<file path="config.mk">
export PLATFORM = sky130hd
export DESIGN_NAME = ctrl_decode_stage_flat
export DESIGN_NICKNAME = d
export VERILOG_FILES = /design/src/rtl/ctrl_pkg.sv /design/src/rtl/ctrl_decode_stage_if.sv /design/src/rtl/ctrl_decode_comb.sv /design/src/rtl/ctrl_decode_stage.sv /design/src/flat_wrapper.sv
export SDC_FILE = /design/constraint.sdc
export NUM_CORES = 1
export LEC_CHECK = 0
export CELL_PAD_IN_SITES_DETAIL_PLACEMENT = 1
export CELL_PAD_IN_SITES_GLOBAL_PLACEMENT = 2
export CORE_MARGIN = 4
export CORE_UTILIZATION = 23
export DETAILED_ROUTE_END_ITERATION = 8
export GPL_TIMING_DRIVEN = 0
export MAX_ROUTING_LAYER = met4
export PLACE_DENSITY_LB_ADDON = 0.25
export SETUP_SLACK_MARGIN = 0.2
export SLEW_MARGIN = 20
export SYNTH_ARGS = -nofsm -noshare
export SYNTH_HDL_FRONTEND = slang
export SYNTH_HIERARCHICAL = 1
export SYNTH_SLANG_ARGS = --single-unit
</file>
<file path="constraint.sdc">
create_clock -name clk -period 3.4 [get_ports clk]
set_clock_uncertainty 0.05 [all_clocks]
set_input_delay 0.68 -clock clk [delete_from_list [all_inputs] [get_ports clk]]
set_output_delay 0.68 -clock clk [all_outputs]
set_load 0.01 [all_outputs]
</file>
<file path="src/rtl/ctrl_pkg.sv">
// Shared encodings for the decode stage: opcode/funct constants, datapath
// control codes, the packed control word and the fixed bubble/trap/exception words.
package ctrl_pkg;

    localparam logic [5:0] OP_RTYPE  = 6'h00;
    localparam logic [5:0] OP_REGIMM = 6'h01;
    localparam logic [5:0] OP_J      = 6'h02;
    localparam logic [5:0] OP_JAL    = 6'h03;
    localparam logic [5:0] OP_BEQ    = 6'h04;
    localparam logic [5:0] OP_BNE    = 6'h05;
    localparam logic [5:0] OP_BLEZ   = 6'h06;
    localparam logic [5:0] OP_BGTZ   = 6'h07;
    localparam logic [5:0] OP_ADDI   = 6'h08;
    localparam logic [5:0] OP_ADDIU  = 6'h09;
    localparam logic [5:0] OP_SLTI   = 6'h0A;
    localparam logic [5:0] OP_SLTIU  = 6'h0B;
    localparam logic [5:0] OP_ANDI   = 6'h0C;
    localparam logic [5:0] OP_LUI    = 6'h0F;
    localparam logic [5:0] OP_LW     = 6'h23;
    localparam logic [5:0] OP_SW     = 6'h2B;

    localparam logic [5:0] FN_SLL  = 6'h00;
    localparam logic [5:0] FN_SRL  = 6'h02;
    localparam logic [5:0] FN_SRA  = 6'h03;
    localparam logic [5:0] FN_JR   = 6'h08;
    localparam logic [5:0] FN_JALR = 6'h09;
    localparam logic [5:0] FN_ADD  = 6'h20;
    localparam logic [5:0] FN_ADDU = 6'h21;
    localparam logic [5:0] FN_SUB  = 6'h22;
    localparam logic [5:0] FN_SUBU = 6'h23;
    localparam logic [5:0] FN_AND  = 6'h24;
    localparam logic [5:0] FN_OR   = 6'h25;
    localparam logic [5:0] FN_XOR  = 6'h26;
    localparam logic [5:0] FN_NOR  = 6'h27;
    localparam logic [5:0] FN_SLT  = 6'h2A;
    localparam logic [5:0] FN_SLTU = 6'h2B;

    localparam logic [4:0] RT_BGEZ = 5'd1;

    localparam logic [5:0] ALU_ADD = 6'b000000;
    localparam logic [5:0] ALU_SUB = 6'b000001;
    localparam logic [5:0] ALU_AND = 6'b011000;
    localparam logic [5:0] ALU_OR  = 6'b011110;
    localparam logic [5:0] ALU_XOR = 6'b010110;
    localparam logic [5:0] ALU_NOR = 6'b010001;
    localparam logic [5:0] ALU_SLL = 6'b100000;
    localparam logic [5:0] ALU_SRL = 6'b100001;
    localparam logic [5:0] ALU_SRA = 6'b100011;
    localparam logic [5:0] ALU_EQ  = 6'b110011;
    localparam logic [5:0] ALU_NEQ = 6'b110001;
    localparam logic [5:0] ALU_LT  = 6'b110101;
    localparam logic [5:0] ALU_LEZ = 6'b111101;
    localparam logic [5:0] ALU_GEZ = 6'b111001;
    localparam logic [5:0] ALU_GTZ = 6'b111111;

    localparam logic [2:0] PC_SEQ    = 3'b000;
    localparam logic [2:0] PC_BRANCH = 3'b001;
    localparam logic [2:0] PC_JUMP   = 3'b010;
    localparam logic [2:0] PC_JR     = 3'b011;
    localparam logic [2:0] PC_IRQ    = 3'b100;
    localparam logic [2:0] PC_EXC    = 3'b101;

    localparam logic [1:0] RD_RD = 2'b00;
    localparam logic [1:0] RD_RT = 2'b01;
    localparam logic [1:0] RD_RA = 2'b10;
    localparam logic [1:0] RD_XP = 2'b11;

    localparam logic [1:0] M2R_ALU = 2'b00;
    localparam logic [1:0] M2R_MEM = 2'b01;
    localparam logic [1:0] M2R_PC  = 2'b10;

    typedef struct packed {
        logic [2:0]  pc_src;
        logic [1:0]  reg_dst;
        logic [1:0]  mem_to_reg;
        logic        reg_wr;
        logic        alu_src1;
        logic        alu_src2;
        logic        sign;
        logic        mem_wr;
        logic        mem_rd;
        logic        ext_op;
        logic        lu_op;
        logic [5:0]  alu_fun;
        logic [25:0] jt;
        logic [5:0]  opcode;
    } ctrl_t;

    typedef enum logic {ST_RUN = 1'b0, ST_TRAP = 1'b1} fsm_state_t;

    // Traps and exceptions both save PC+4 into $26 and redirect the PC.
    function automatic ctrl_t redirect_word(input logic [2:0] src);
        ctrl_t w;
        w            = '0;
        w.pc_src     = src;
        w.reg_dst    = RD_XP;
        w.mem_to_reg = M2R_PC;
        w.reg_wr     = 1'b1;
        return w;
    endfunction

    localparam ctrl_t CTRL_BUBBLE = '0;
    localparam ctrl_t CTRL_TRAP   = redirect_word(PC_IRQ);
    localparam ctrl_t CTRL_EXC    = redirect_word(PC_EXC);

    localparam int unsigned CAUSE_NONE     = 0;
    localparam int unsigned CAUSE_IRQ_BASE = 1;

endpackage

</file>
<file path="src/rtl/ctrl_decode_stage_if.sv">
// Bundle of IF/ID inputs and ID/EX control outputs of the decode stage.
interface ctrl_decode_stage_if #(
    parameter int XLEN    = 32,
    parameter int NUM_IRQ = 4,
    parameter int CAUSE_W = 4
);
    logic               if_valid;
    logic [31:0]        instr;
    logic [XLEN-1:0]    pc_plus;
    logic [NUM_IRQ-1:0] irq;
    logic               stall;
    logic               flush;

    logic               ex_valid;
    logic [2:0]         pc_src;
    logic [1:0]         reg_dst;
    logic [1:0]         mem_to_reg;
    logic               reg_wr;
    logic               alu_src1;
    logic               alu_src2;
    logic               sign;
    logic               mem_wr;
    logic               mem_rd;
    logic               ext_op;
    logic               lu_op;
    logic [5:0]         alu_fun;
    logic [25:0]        jt;
    logic [5:0]         opcode;
    logic [XLEN-1:0]    ex_pc_plus;
    logic [CAUSE_W-1:0] cause;
    logic [NUM_IRQ-1:0] irq_ack;

    modport master (
        output if_valid, instr, pc_plus, irq, stall, flush,
        input  ex_valid, pc_src, reg_dst, mem_to_reg, reg_wr, alu_src1, alu_src2,
               sign, mem_wr, mem_rd, ext_op, lu_op, alu_fun, jt, opcode,
               ex_pc_plus, cause, irq_ack
    );

    modport slave (
        input  if_valid, instr, pc_plus, irq, stall, flush,
        output ex_valid, pc_src, reg_dst, mem_to_reg, reg_wr, alu_src1, alu_src2,
               sign, mem_wr, mem_rd, ext_op, lu_op, alu_fun, jt, opcode,
               ex_pc_plus, cause, irq_ack
    );
endinterface

</file>
<file path="src/rtl/ctrl_decode_comb.sv">
// Pure combinational instruction decoder; flags unsupported encodings and,
// when STRICT_FIELDS is set, encodings with nonzero reserved fields.
module ctrl_decode_comb
    import ctrl_pkg::*;
#(
    parameter bit STRICT_FIELDS = 1'b1
) (
    input  logic [31:0] instr_i,
    output ctrl_t       ctrl_o,
    output logic        undef_o
);
    logic [5:0] op;
    logic [5:0] funct;
    logic [4:0] rs;
    logic [4:0] rt;
    logic [4:0] rd;
    logic [4:0] shamt;
    ctrl_t      c;
    logic       unknown;
    logic       rsv_nonzero;

    assign op    = instr_i[31:26];
    assign rs    = instr_i[25:21];
    assign rt    = instr_i[20:16];
    assign rd    = instr_i[15:11];
    assign shamt = instr_i[10:6];
    assign funct = instr_i[5:0];

    always_comb begin
        c           = CTRL_BUBBLE;
        unknown     = 1'b0;
        rsv_nonzero = 1'b0;
        case (op)
            OP_RTYPE: begin
                c.reg_wr    = 1'b1;
                c.reg_dst   = RD_RD;
                rsv_nonzero = (shamt != 5'd0);
                case (funct)
                    FN_SLL:  begin c.alu_src1 = 1'b1; c.alu_fun = ALU_SLL; rsv_nonzero = (rs != 5'd0); end
                    FN_SRL:  begin c.alu_src1 = 1'b1; c.alu_fun = ALU_SRL; rsv_nonzero = (rs != 5'd0); end
                    FN_SRA:  begin c.alu_src1 = 1'b1; c.alu_fun = ALU_SRA; rsv_nonzero = (rs != 5'd0); end
                    FN_JR: begin
                        c.reg_wr    = 1'b0;
                        c.pc_src    = PC_JR;
                        rsv_nonzero = (rt != 5'd0) || (rd != 5'd0) || (shamt != 5'd0);
                    end
                    FN_JALR: begin
                        c.pc_src     = PC_JR;
                        c.mem_to_reg = M2R_PC;
                        rsv_nonzero  = (rt != 5'd0) || (shamt != 5'd0);
                    end
                    FN_ADD:  begin c.alu_fun = ALU_ADD; c.sign = 1'b1; end
                    FN_ADDU: c.alu_fun = ALU_ADD;
                    FN_SUB:  begin c.alu_fun = ALU_SUB; c.sign = 1'b1; end
                    FN_SUBU: c.alu_fun = ALU_SUB;
                    FN_AND:  c.alu_fun = ALU_AND;
                    FN_OR:   c.alu_fun = ALU_OR;
                    FN_XOR:  c.alu_fun = ALU_XOR;
                    FN_NOR:  c.alu_fun = ALU_NOR;
                    FN_SLT:  begin c.alu_fun = ALU_LT; c.sign = 1'b1; end
                    FN_SLTU: c.alu_fun = ALU_LT;
                    default: unknown = 1'b1;
                endcase
            end
            // Branches compare rs against rt or zero; the target offset is sign-extended.
            OP_REGIMM, OP_BEQ, OP_BNE, OP_BLEZ, OP_BGTZ: begin
                c.pc_src = PC_BRANCH;
                c.ext_op = 1'b1;
                c.sign   = 1'b1;
                c.opcode = op;
                case (op)
                    OP_REGIMM: begin c.alu_fun = ALU_GEZ; unknown = (rt != RT_BGEZ); end
                    OP_BEQ:    c.alu_fun = ALU_EQ;
                    OP_BNE:    c.alu_fun = ALU_NEQ;
                    OP_BLEZ:   begin c.alu_fun = ALU_LEZ; rsv_nonzero = (rt != 5'd0); end
                    default:   begin c.alu_fun = ALU_GTZ; rsv_nonzero = (rt != 5'd0); end
                endcase
            end
            OP_J: begin
                c.pc_src = PC_JUMP;
                c.jt     = instr_i[25:0];
            end
            OP_JAL: begin
                c.pc_src     = PC_JUMP;
                c.jt         = instr_i[25:0];
                c.reg_wr     = 1'b1;
                c.reg_dst    = RD_RA;
                c.mem_to_reg = M2R_PC;
            end
            OP_ADDI, OP_ADDIU, OP_SLTI, OP_SLTIU, OP_ANDI, OP_LUI, OP_LW: begin
                c.reg_wr   = 1'b1;
                c.reg_dst  = RD_RT;
                c.alu_src2 = 1'b1;
                c.ext_op   = 1'b1;
                case (op)
                    OP_ADDI:  c.sign = 1'b1;
                    OP_SLTI:  begin c.alu_fun = ALU_LT; c.sign = 1'b1; end
                    OP_SLTIU: c.alu_fun = ALU_LT;
                    OP_ANDI:  begin c.alu_fun = ALU_AND; c.ext_op = 1'b0; end
                    OP_LUI:   begin c.lu_op = 1'b1; c.ext_op = 1'b0; rsv_nonzero = (rs != 5'd0); end
                    OP_LW:    begin c.mem_rd = 1'b1; c.mem_to_reg = M2R_MEM; end
                    default:  c.alu_fun = ALU_ADD;
                endcase
            end
            OP_SW: begin
                c.mem_wr   = 1'b1;
                c.alu_src2 = 1'b1;
                c.ext_op   = 1'b1;
            end
            default: unknown = 1'b1;
        endcase
    end

    assign undef_o = unknown | (STRICT_FIELDS & rsv_nonzero);
    assign ctrl_o  = c;

endmodule

</file>
<file path="src/rtl/ctrl_decode_stage.sv">
// Registered decode stage: interrupt edge capture and priority, trap-sequencing
// FSM that squashes wrong-path user instructions, and the ID/EX register.
module ctrl_decode_stage
    import ctrl_pkg::*;
#(
    parameter int XLEN          = 32,
    parameter int NUM_IRQ       = 4,
    parameter int CAUSE_W       = 4,
    parameter bit STRICT_FIELDS = 1'b1
) (
    input logic                 clk,
    input logic                 reset,
    ctrl_decode_stage_if.slave  bus
);
    ctrl_t              dec_ctrl;
    logic               dec_undef;
    logic               kernel;
    logic [NUM_IRQ-1:0] irq_q;
    logic [NUM_IRQ-1:0] irq_rise;
    logic [NUM_IRQ-1:0] pending_q;
    logic [NUM_IRQ-1:0] pending_d;
    logic [NUM_IRQ-1:0] sel_onehot;
    logic [3:0]         sel_idx;
    logic               take_irq;
    fsm_state_t         state_q;
    fsm_state_t         state_d;
    ctrl_t              ctrl_q;
    ctrl_t              ctrl_d;
    logic               ex_valid_q;
    logic               ex_valid_d;
    logic [CAUSE_W-1:0] cause_q;
    logic [CAUSE_W-1:0] cause_d;
    logic [NUM_IRQ-1:0] ack_q;
    logic [NUM_IRQ-1:0] ack_d;
    logic [XLEN-1:0]    pc_plus_q;

    ctrl_decode_comb #(.STRICT_FIELDS(STRICT_FIELDS)) u_dec (
        .instr_i (bus.instr),
        .ctrl_o  (dec_ctrl),
        .undef_o (dec_undef)
    );

    assign kernel   = bus.pc_plus[XLEN-1];
    assign irq_rise = bus.irq & ~irq_q;

    // A fresh edge on a line beats the acknowledge that would clear it.
    for (genvar gi = 0; gi < NUM_IRQ; gi++) begin : g_pending
        assign pending_d[gi] = irq_rise[gi] | (pending_q[gi] & ~ack_d[gi]);
    end

    always_comb begin
        sel_idx    = 4'd0;
        sel_onehot = '0;
        for (int k = NUM_IRQ - 1; k >= 0; k--) begin
            if (pending_q[k]) begin
                sel_idx    = 4'(k);
                sel_onehot = '0;
                sel_onehot[k] = 1'b1;
            end
        end
    end

    // Kernel code is never interrupted, so reaching here in TRAP implies no take.
    assign take_irq = (pending_q != '0) && !kernel;

    always_comb begin
        ctrl_d     = CTRL_BUBBLE;
        ex_valid_d = 1'b0;
        cause_d    = CAUSE_W'(CAUSE_NONE);
        ack_d      = '0;
        state_d    = state_q;
        if (!bus.flush && !bus.stall && bus.if_valid && (state_q == ST_RUN || kernel)) begin
            state_d    = ST_RUN;
            ex_valid_d = 1'b1;
            if (take_irq) begin
                ctrl_d  = CTRL_TRAP;
                cause_d = CAUSE_W'(sel_idx + 4'(CAUSE_IRQ_BASE));
                ack_d   = sel_onehot;
                state_d = ST_TRAP;
            end else if (dec_undef) begin
                ctrl_d  = CTRL_EXC;
                cause_d = '1;
                state_d = ST_TRAP;
            end else begin
                ctrl_d  = dec_ctrl;
            end
        end
    end

    always_ff @(posedge clk or posedge reset) begin
        if (reset) begin
            irq_q      <= '0;
            pending_q  <= '0;
            state_q    <= ST_RUN;
            ctrl_q     <= CTRL_BUBBLE;
            ex_valid_q <= 1'b0;
            cause_q    <= '0;
            ack_q      <= '0;
            pc_plus_q  <= '0;
        end else begin
            irq_q      <= bus.irq;
            pending_q  <= pending_d;
            state_q    <= state_d;
            ctrl_q     <= ctrl_d;
            ex_valid_q <= ex_valid_d;
            cause_q    <= cause_d;
            ack_q      <= ack_d;
            pc_plus_q  <= bus.pc_plus;
        end
    end

    assign bus.ex_valid   = ex_valid_q;
    assign bus.pc_src     = ctrl_q.pc_src;
    assign bus.reg_dst    = ctrl_q.reg_dst;
    assign bus.mem_to_reg = ctrl_q.mem_to_reg;
    assign bus.reg_wr     = ctrl_q.reg_wr;
    assign bus.alu_src1   = ctrl_q.alu_src1;
    assign bus.alu_src2   = ctrl_q.alu_src2;
    assign bus.sign       = ctrl_q.sign;
    assign bus.mem_wr     = ctrl_q.mem_wr;
    assign bus.mem_rd     = ctrl_q.mem_rd;
    assign bus.ext_op     = ctrl_q.ext_op;
    assign bus.lu_op      = ctrl_q.lu_op;
    assign bus.alu_fun    = ctrl_q.alu_fun;
    assign bus.jt         = ctrl_q.jt;
    assign bus.opcode     = ctrl_q.opcode;
    assign bus.ex_pc_plus = pc_plus_q;
    assign bus.cause      = cause_q;
    assign bus.irq_ack    = ack_q;

endmodule

</file>
<file path="src/flat_wrapper.sv">
// flat-port wrapper written by rule: the top's interface ports become plain ports
module ctrl_decode_stage_flat import ctrl_pkg::*;
#(
    parameter int XLEN          = 32,
    parameter int NUM_IRQ       = 4,
    parameter int CAUSE_W       = 4,
    parameter bit STRICT_FIELDS = 1'b1
)
  (clk, reset, bus_if_valid, bus_instr, bus_pc_plus, bus_irq, bus_stall, bus_flush, bus_ex_valid, bus_pc_src, bus_reg_dst, bus_mem_to_reg, bus_reg_wr, bus_alu_src1, bus_alu_src2, bus_sign, bus_mem_wr, bus_mem_rd, bus_ext_op, bus_lu_op, bus_alu_fun, bus_jt, bus_opcode, bus_ex_pc_plus, bus_cause, bus_irq_ack);
  ctrl_decode_stage_if #(.XLEN(XLEN), .NUM_IRQ(NUM_IRQ), .CAUSE_W(CAUSE_W)) bus_i ();
  input logic clk;
  input logic reset;
  input wire logic [$bits(bus_i.if_valid)-1:0] bus_if_valid;
  input wire logic [$bits(bus_i.instr)-1:0] bus_instr;
  input wire logic [$bits(bus_i.pc_plus)-1:0] bus_pc_plus;
  input wire logic [$bits(bus_i.irq)-1:0] bus_irq;
  input wire logic [$bits(bus_i.stall)-1:0] bus_stall;
  input wire logic [$bits(bus_i.flush)-1:0] bus_flush;
  output wire logic [$bits(bus_i.ex_valid)-1:0] bus_ex_valid;
  output wire logic [$bits(bus_i.pc_src)-1:0] bus_pc_src;
  output wire logic [$bits(bus_i.reg_dst)-1:0] bus_reg_dst;
  output wire logic [$bits(bus_i.mem_to_reg)-1:0] bus_mem_to_reg;
  output wire logic [$bits(bus_i.reg_wr)-1:0] bus_reg_wr;
  output wire logic [$bits(bus_i.alu_src1)-1:0] bus_alu_src1;
  output wire logic [$bits(bus_i.alu_src2)-1:0] bus_alu_src2;
  output wire logic [$bits(bus_i.sign)-1:0] bus_sign;
  output wire logic [$bits(bus_i.mem_wr)-1:0] bus_mem_wr;
  output wire logic [$bits(bus_i.mem_rd)-1:0] bus_mem_rd;
  output wire logic [$bits(bus_i.ext_op)-1:0] bus_ext_op;
  output wire logic [$bits(bus_i.lu_op)-1:0] bus_lu_op;
  output wire logic [$bits(bus_i.alu_fun)-1:0] bus_alu_fun;
  output wire logic [$bits(bus_i.jt)-1:0] bus_jt;
  output wire logic [$bits(bus_i.opcode)-1:0] bus_opcode;
  output wire logic [$bits(bus_i.ex_pc_plus)-1:0] bus_ex_pc_plus;
  output wire logic [$bits(bus_i.cause)-1:0] bus_cause;
  output wire logic [$bits(bus_i.irq_ack)-1:0] bus_irq_ack;
  assign bus_i.if_valid = bus_if_valid;
  assign bus_i.instr = bus_instr;
  assign bus_i.pc_plus = bus_pc_plus;
  assign bus_i.irq = bus_irq;
  assign bus_i.stall = bus_stall;
  assign bus_i.flush = bus_flush;
  assign bus_ex_valid = bus_i.ex_valid;
  assign bus_pc_src = bus_i.pc_src;
  assign bus_reg_dst = bus_i.reg_dst;
  assign bus_mem_to_reg = bus_i.mem_to_reg;
  assign bus_reg_wr = bus_i.reg_wr;
  assign bus_alu_src1 = bus_i.alu_src1;
  assign bus_alu_src2 = bus_i.alu_src2;
  assign bus_sign = bus_i.sign;
  assign bus_mem_wr = bus_i.mem_wr;
  assign bus_mem_rd = bus_i.mem_rd;
  assign bus_ext_op = bus_i.ext_op;
  assign bus_lu_op = bus_i.lu_op;
  assign bus_alu_fun = bus_i.alu_fun;
  assign bus_jt = bus_i.jt;
  assign bus_opcode = bus_i.opcode;
  assign bus_ex_pc_plus = bus_i.ex_pc_plus;
  assign bus_cause = bus_i.cause;
  assign bus_irq_ack = bus_i.irq_ack;
  ctrl_decode_stage #(.XLEN(XLEN), .NUM_IRQ(NUM_IRQ), .CAUSE_W(CAUSE_W), .STRICT_FIELDS(STRICT_FIELDS)) u_core (.clk(clk), .reset(reset), .bus(bus_i));
endmodule
</file>
[Word level (Yosys, flattened, before mapping)]
Cells that the tools add are included.
Operators by class
  $add $sub $neg: 1
  equality and inequality tests: 30
  multiplexer cells: 51
  bitwise operators: 16
  reduce and logical (&&, ||, !) cells: 34
Operators by type and width (number)
  53-bit two-way mux: 3
  6-bit equality test, second input constant: 12
  6-bit one-hot mux with 9 select lines: 1
  6-bit by 4-bit equality test with 1-bit output, second input constant: 8
  4-bit two-way mux: 9
  26-bit two-way mux: 1
  6-bit by 2-bit equality test with 1-bit output, second input constant: 4
  6-bit by 3-bit equality test with 1-bit output, second input constant: 4
  1-bit two-way mux: 20
  5-bit nonzero test: 4
  6-bit one-hot mux with 3 select lines: 1
  4-bit one-hot mux with 4 select lines: 1
  5-bit one-hot mux with 3 select lines: 1
  15-bit OR reduction: 1
  2-bit OR reduction: 7
  6-bit logical NOT: 2
  2-bit two-way mux: 6
  1-bit one-hot mux with 3 select lines: 4
  6-bit one-hot mux with 2 select lines: 1
  10-bit OR reduction: 1
  3-bit one-hot mux with 3 select lines: 1
  3-bit OR reduction: 3
  8-bit OR reduction: 1
  7-bit OR reduction: 1
  16 further kinds: 35
Storage, ports and cells
  bits in registers: 103
  input port bits: 73
  output and inout bits: 94
  word-level logic and storage cells: 153

[Depth between registers and ports, before layout]
  depth in word-level cells: 9
  depth in mapped cells: 11
  gate-level depth less buffers: 7

[By module]
The synthesis kept the hierarchy.
Modules (own cells, without submodules)
  ctrl_decode_stage: instances 1, cells each 264, area each 3428.3 µm², sequential area each 2577.5 µm²
  ctrl_decode_comb: instances 1, cells each 186, area each 1019.7 µm², sequential area each 0.0 µm²

[Worst setup path after synthesis]
No wires, ideal clock.
  path type: in2reg
  start: input port bus_instr[14]
  end: register u_core.ctrl_q, in the netlist u_core/bus.mem_to_reg[1]
  setup time: 0.119 ns
  arrival time: 2.416 ns
  required time: 3.231 ns
  setup slack: 0.816 ns
  stages: 9
  path buffers: 2
  cells stage by stage: or4_1 o22ai_1 a31oi_1 o31ai_1 nand4_1 a21o_1 buf_6 buf_8 o21a_1
RTL lines
  from (decl): line flat_wrapper.sv:14  | input wire logic [$bits(bus_i.instr)-1:0] bus_instr;
  to (signal assigned): line ctrl_decode_stage.sv:104  | ctrl_q <= ctrl_d;
  to (decl): line ctrl_decode_stage.sv:27  | ctrl_t ctrl_q;

==> impl_metrics.json <==
{
  "diodes": 0,
  "vias": 3895,
  "crit_required_ns": 3.60,
  "critPathSlowestCell": "or4b_1",
  "p_leak_nw": 2.87,
  "arrival_ns": 3.22,
  "ys.flop_type": "dfrtp_1",
  "ys_types": 47,
  "layout.nets": 706,
  "dp_slack_ns": -0.329,
  "dpl.cell_count": 880,
  "cts_tree": "built",
  "die-area_mm2": 0.0216,
  "antenna_found_initial": 0,
  "max_freq_ghz": 0.330,
  "cp_cell_sequence": "clkdlybuf4s50_1 -> or4b_1 -> o22ai_1 -> a31oi_1 -> o31ai_1 -> nand4_1 -> buf_4 -> a21o_1 -> buf_6 -> buf_8 -> nor3_1",
  "cap_violations": 0,
  "drtPass1Iterations": 4,
  "synth-async-reset-ratio_pct": 100,
  "avgSynthCellArea_um2": 9.88,
  "wl_mm": 15.0,
  "startpoint_type": "primary input",
  "antenna_left": 0,
  "path_clk_slew_ns": 0.08,
  "gp_congestion": 0.801,
  "die_h_um": 147,
  "core_area_mm2": 0.0189,
  "crit_type": "in2reg",
  "synthCells": 450,
  "fin_crit_ns": 3.03,
  "hold_violations": 0,
  "mostFrequentLayoutCells": "163 x clkdlybuf4s50_1, 103 x dfrtp_1, 61 x inv_1",
  "path_delay_family": "buffers and inverters",
  "largest_register_ffs": 32,
  "max_stage_delay_ns": 0.60,
  "rows": 50,
  "htree_levels": 3,
  "final_area_mm2": 0.00683,
  "finalCritPeriodShare_pct": 89.0,
  "ys_seq_elements": 103,
  "multi_input_area_mm2": 0.00142,
  "vdd_ir_drop_max_mv": 0.191,
  "placement.cell_area_mm2": 0.00649,
  "finalSetupViolCount": 0,
  "ctsHoldBuffers": 0,
  "grt_use_total_pct": 14.6,
  "fin_tns_setup_ns": 0,
  "fin_cells": 897,
  "fin_hold_ws_ns": 0.381,
  "worst_pin_slew_ns": 0.778,
  "avgViaCountPerCell": 4.34,
  "grt_max_degree": 34,
  "grt_pass1_vias": 4249,
  "final.setup.worst_slack_ns": 0.373,
  "cts.sinks": 103,
  "hpwl_mm": 11.9,
  "cts-buffers-inserted": 9,
  "seq_area_mm2": 0.00258,
  "final_util_pct": 36.1,
  "avgRoutedWirePerCell_um": 16.7,
  "yosysWarnings": 6,
  "overflow": 0,
  "endpoint_kind": "register",
  "cts_buffer_depth": 2,
  "final_common_cell": "clkdlybuf4s50_1",
  "port_buffers": 164,
  "clk_latency_ns": 0.34,
  "slew_headroom_pct": 47.8,
  "dr.first_iter.drc_count": 116,
  "total_power_mw": 2.70,
  "status": "complete, no violations",
  "root_buffer": "clkbuf_16",
  "die_x_um": 147,
  "io_pins": 167,
  "maxSlewViolCount": 0,
  "initial_core_util_pct": 23.5,
  "synth-edff-count": 0,
  "syn-cell-area_mm2": 0.00445,
  "rsz0062_at_grt": "false",
  "hp-class": "reg2reg",
  "worst-path-max-fanout": 10,
  "drc": 0,
  "syn2layout_area_growth_pct": 53.4,
  "nFillCells": 2163,
  "layout-drive-gt1-share_pct": 7.06,
  "power.density_mw_per_mm2": 395,
  "grt_pass1_wl_mm": 24.1,
  "critPathBufInv": 4,
  "yosysSeqAreaShare_pct": 57.9
}
-- worst reg2reg max path, delay by kind of cell (launching register included) --
| kind | cells | cell delay [ns] |
|---|---|---|
| AOI/OAI and AO/OA | 1 | 0.63 |
| buffers and inverters | 2 | 0.50 |
| DFF | 1 | 0.39 |
| muxes | 1 | 0.36 |
-- cells by family (layout without fill, tap and decap cells) --
group | count (synthesis) | in the layout | share of synthesized area, %
muxes | 1 | 1 | 0.253
adders and majority gates | 1 | 1 | 0.281
buffers and inverters | 101 | 285 | 10.7
AOI/OAI and AO/OA | 68 | 68 | 9.34
other | 1 | 4 | 0.0843
and+or+nand+nor | 173 | 173 | 21.0
DFF | 103 | 103 | 57.9
xor gates and xnor gates | 2 | 2 | 0.394
-- routing by layer --
| metal | global-route usage [%] | vias to the layer above | wire length (um) |
|---|---|---|---|
| met5 | - | - | 0 |
| met4 | 4.89 | 0 | 273 |
| met3 | 2.28 | 18 | 577 |
| met2 | 23.9 | 100 | 7460 |
| met1 | 18.4 | 1928 | 6720 |
| li1 | - | 1849 | - |
-- cells in the mapped netlist (2+ instances only) --
cell type  number  area (um^2)
a22o_1          3         26.3
buf_8           5         75.1
o22ai_1         2         12.5
nor4_1          2         12.5
nor2b_1         3         18.8
clkbuf_1       19         71.3
o21ai_0        17         85.1
o21ai_1         2         10.0
a21oi_1        19         95.1
nand3b_1        4         30.0
xor2_1          2         17.5
buf_4           6         45.0
o21bai_1        2         15.0
o31ai_1         4         30.0
inv_1          62          233
or4_1           5         37.5
nor3_1         54          270
nand2b_1       10         62.6
nand4_1         2         12.5
buf_6           2         22.5
nor3b_1         5         37.5
a31oi_1         4         25.0
nand2_1        14         52.6
and3_1         28          175
o21a_1          7         52.6
buf_1           2         7.51
dfrtp_1       103         2580
buf_2           3         15.0
nor2_1         30          113
nand3_1         9         45.0
a21o_1          4         30.0
-- report_power, final --
group / internal [mW] / total [mW] / switching (mW) / leakage, nW
logic: 0.174 / 0.349 / 0.175 / 1.40
registers: 1.25 / 1.26 / 0.0104 / 1.33
clock network: 0.600 / 1.08 / 0.482 / 0.144
total: 2.03 / 2.70 / 0.667 / 2.87
-- worst paths after layout --
kind / startpoint / end / slack, ns / cells past startpoint
setup / recovery: bus_instr[2] / u_core/bus.ext_op / 0.37 / 11
hold reg to reg: u_core/irq_q[1] / u_core/pending_q[1] / 0.38 / 1
setup reg to reg: u_core/state_q / u_core/state_q / 1.35 / 4
max in group asynchronous: reset / u_core/bus.alu_fun[3] / 1.95 / 4
min in group asynchronous: reset / u_core/bus.ex_pc_plus[6] / 0.65 / 2
hold / removal: u_core/irq_q[1] / u_core/pending_q[1] / 0.38 / 1
-- timing repair --
action                     4_1_cts  5_1_grt
setup endpoints to repair        4       40
resized for setup                2        3
pin swaps                        1        1
setup buffers                    1        0
cloned                           0        0
-- layout make-up --
class	instances	area share [%]
tap	260	4.77
inverter	64	3.57
multi-input combinational	249	20.8
timing repair buffer	168	25.1
clock inverter	5	0.953
clock buffer	11	3.56
sequential	103	37.8
buffer	37	3.46
Note: power is estimated with default switching activity, not from simulation.
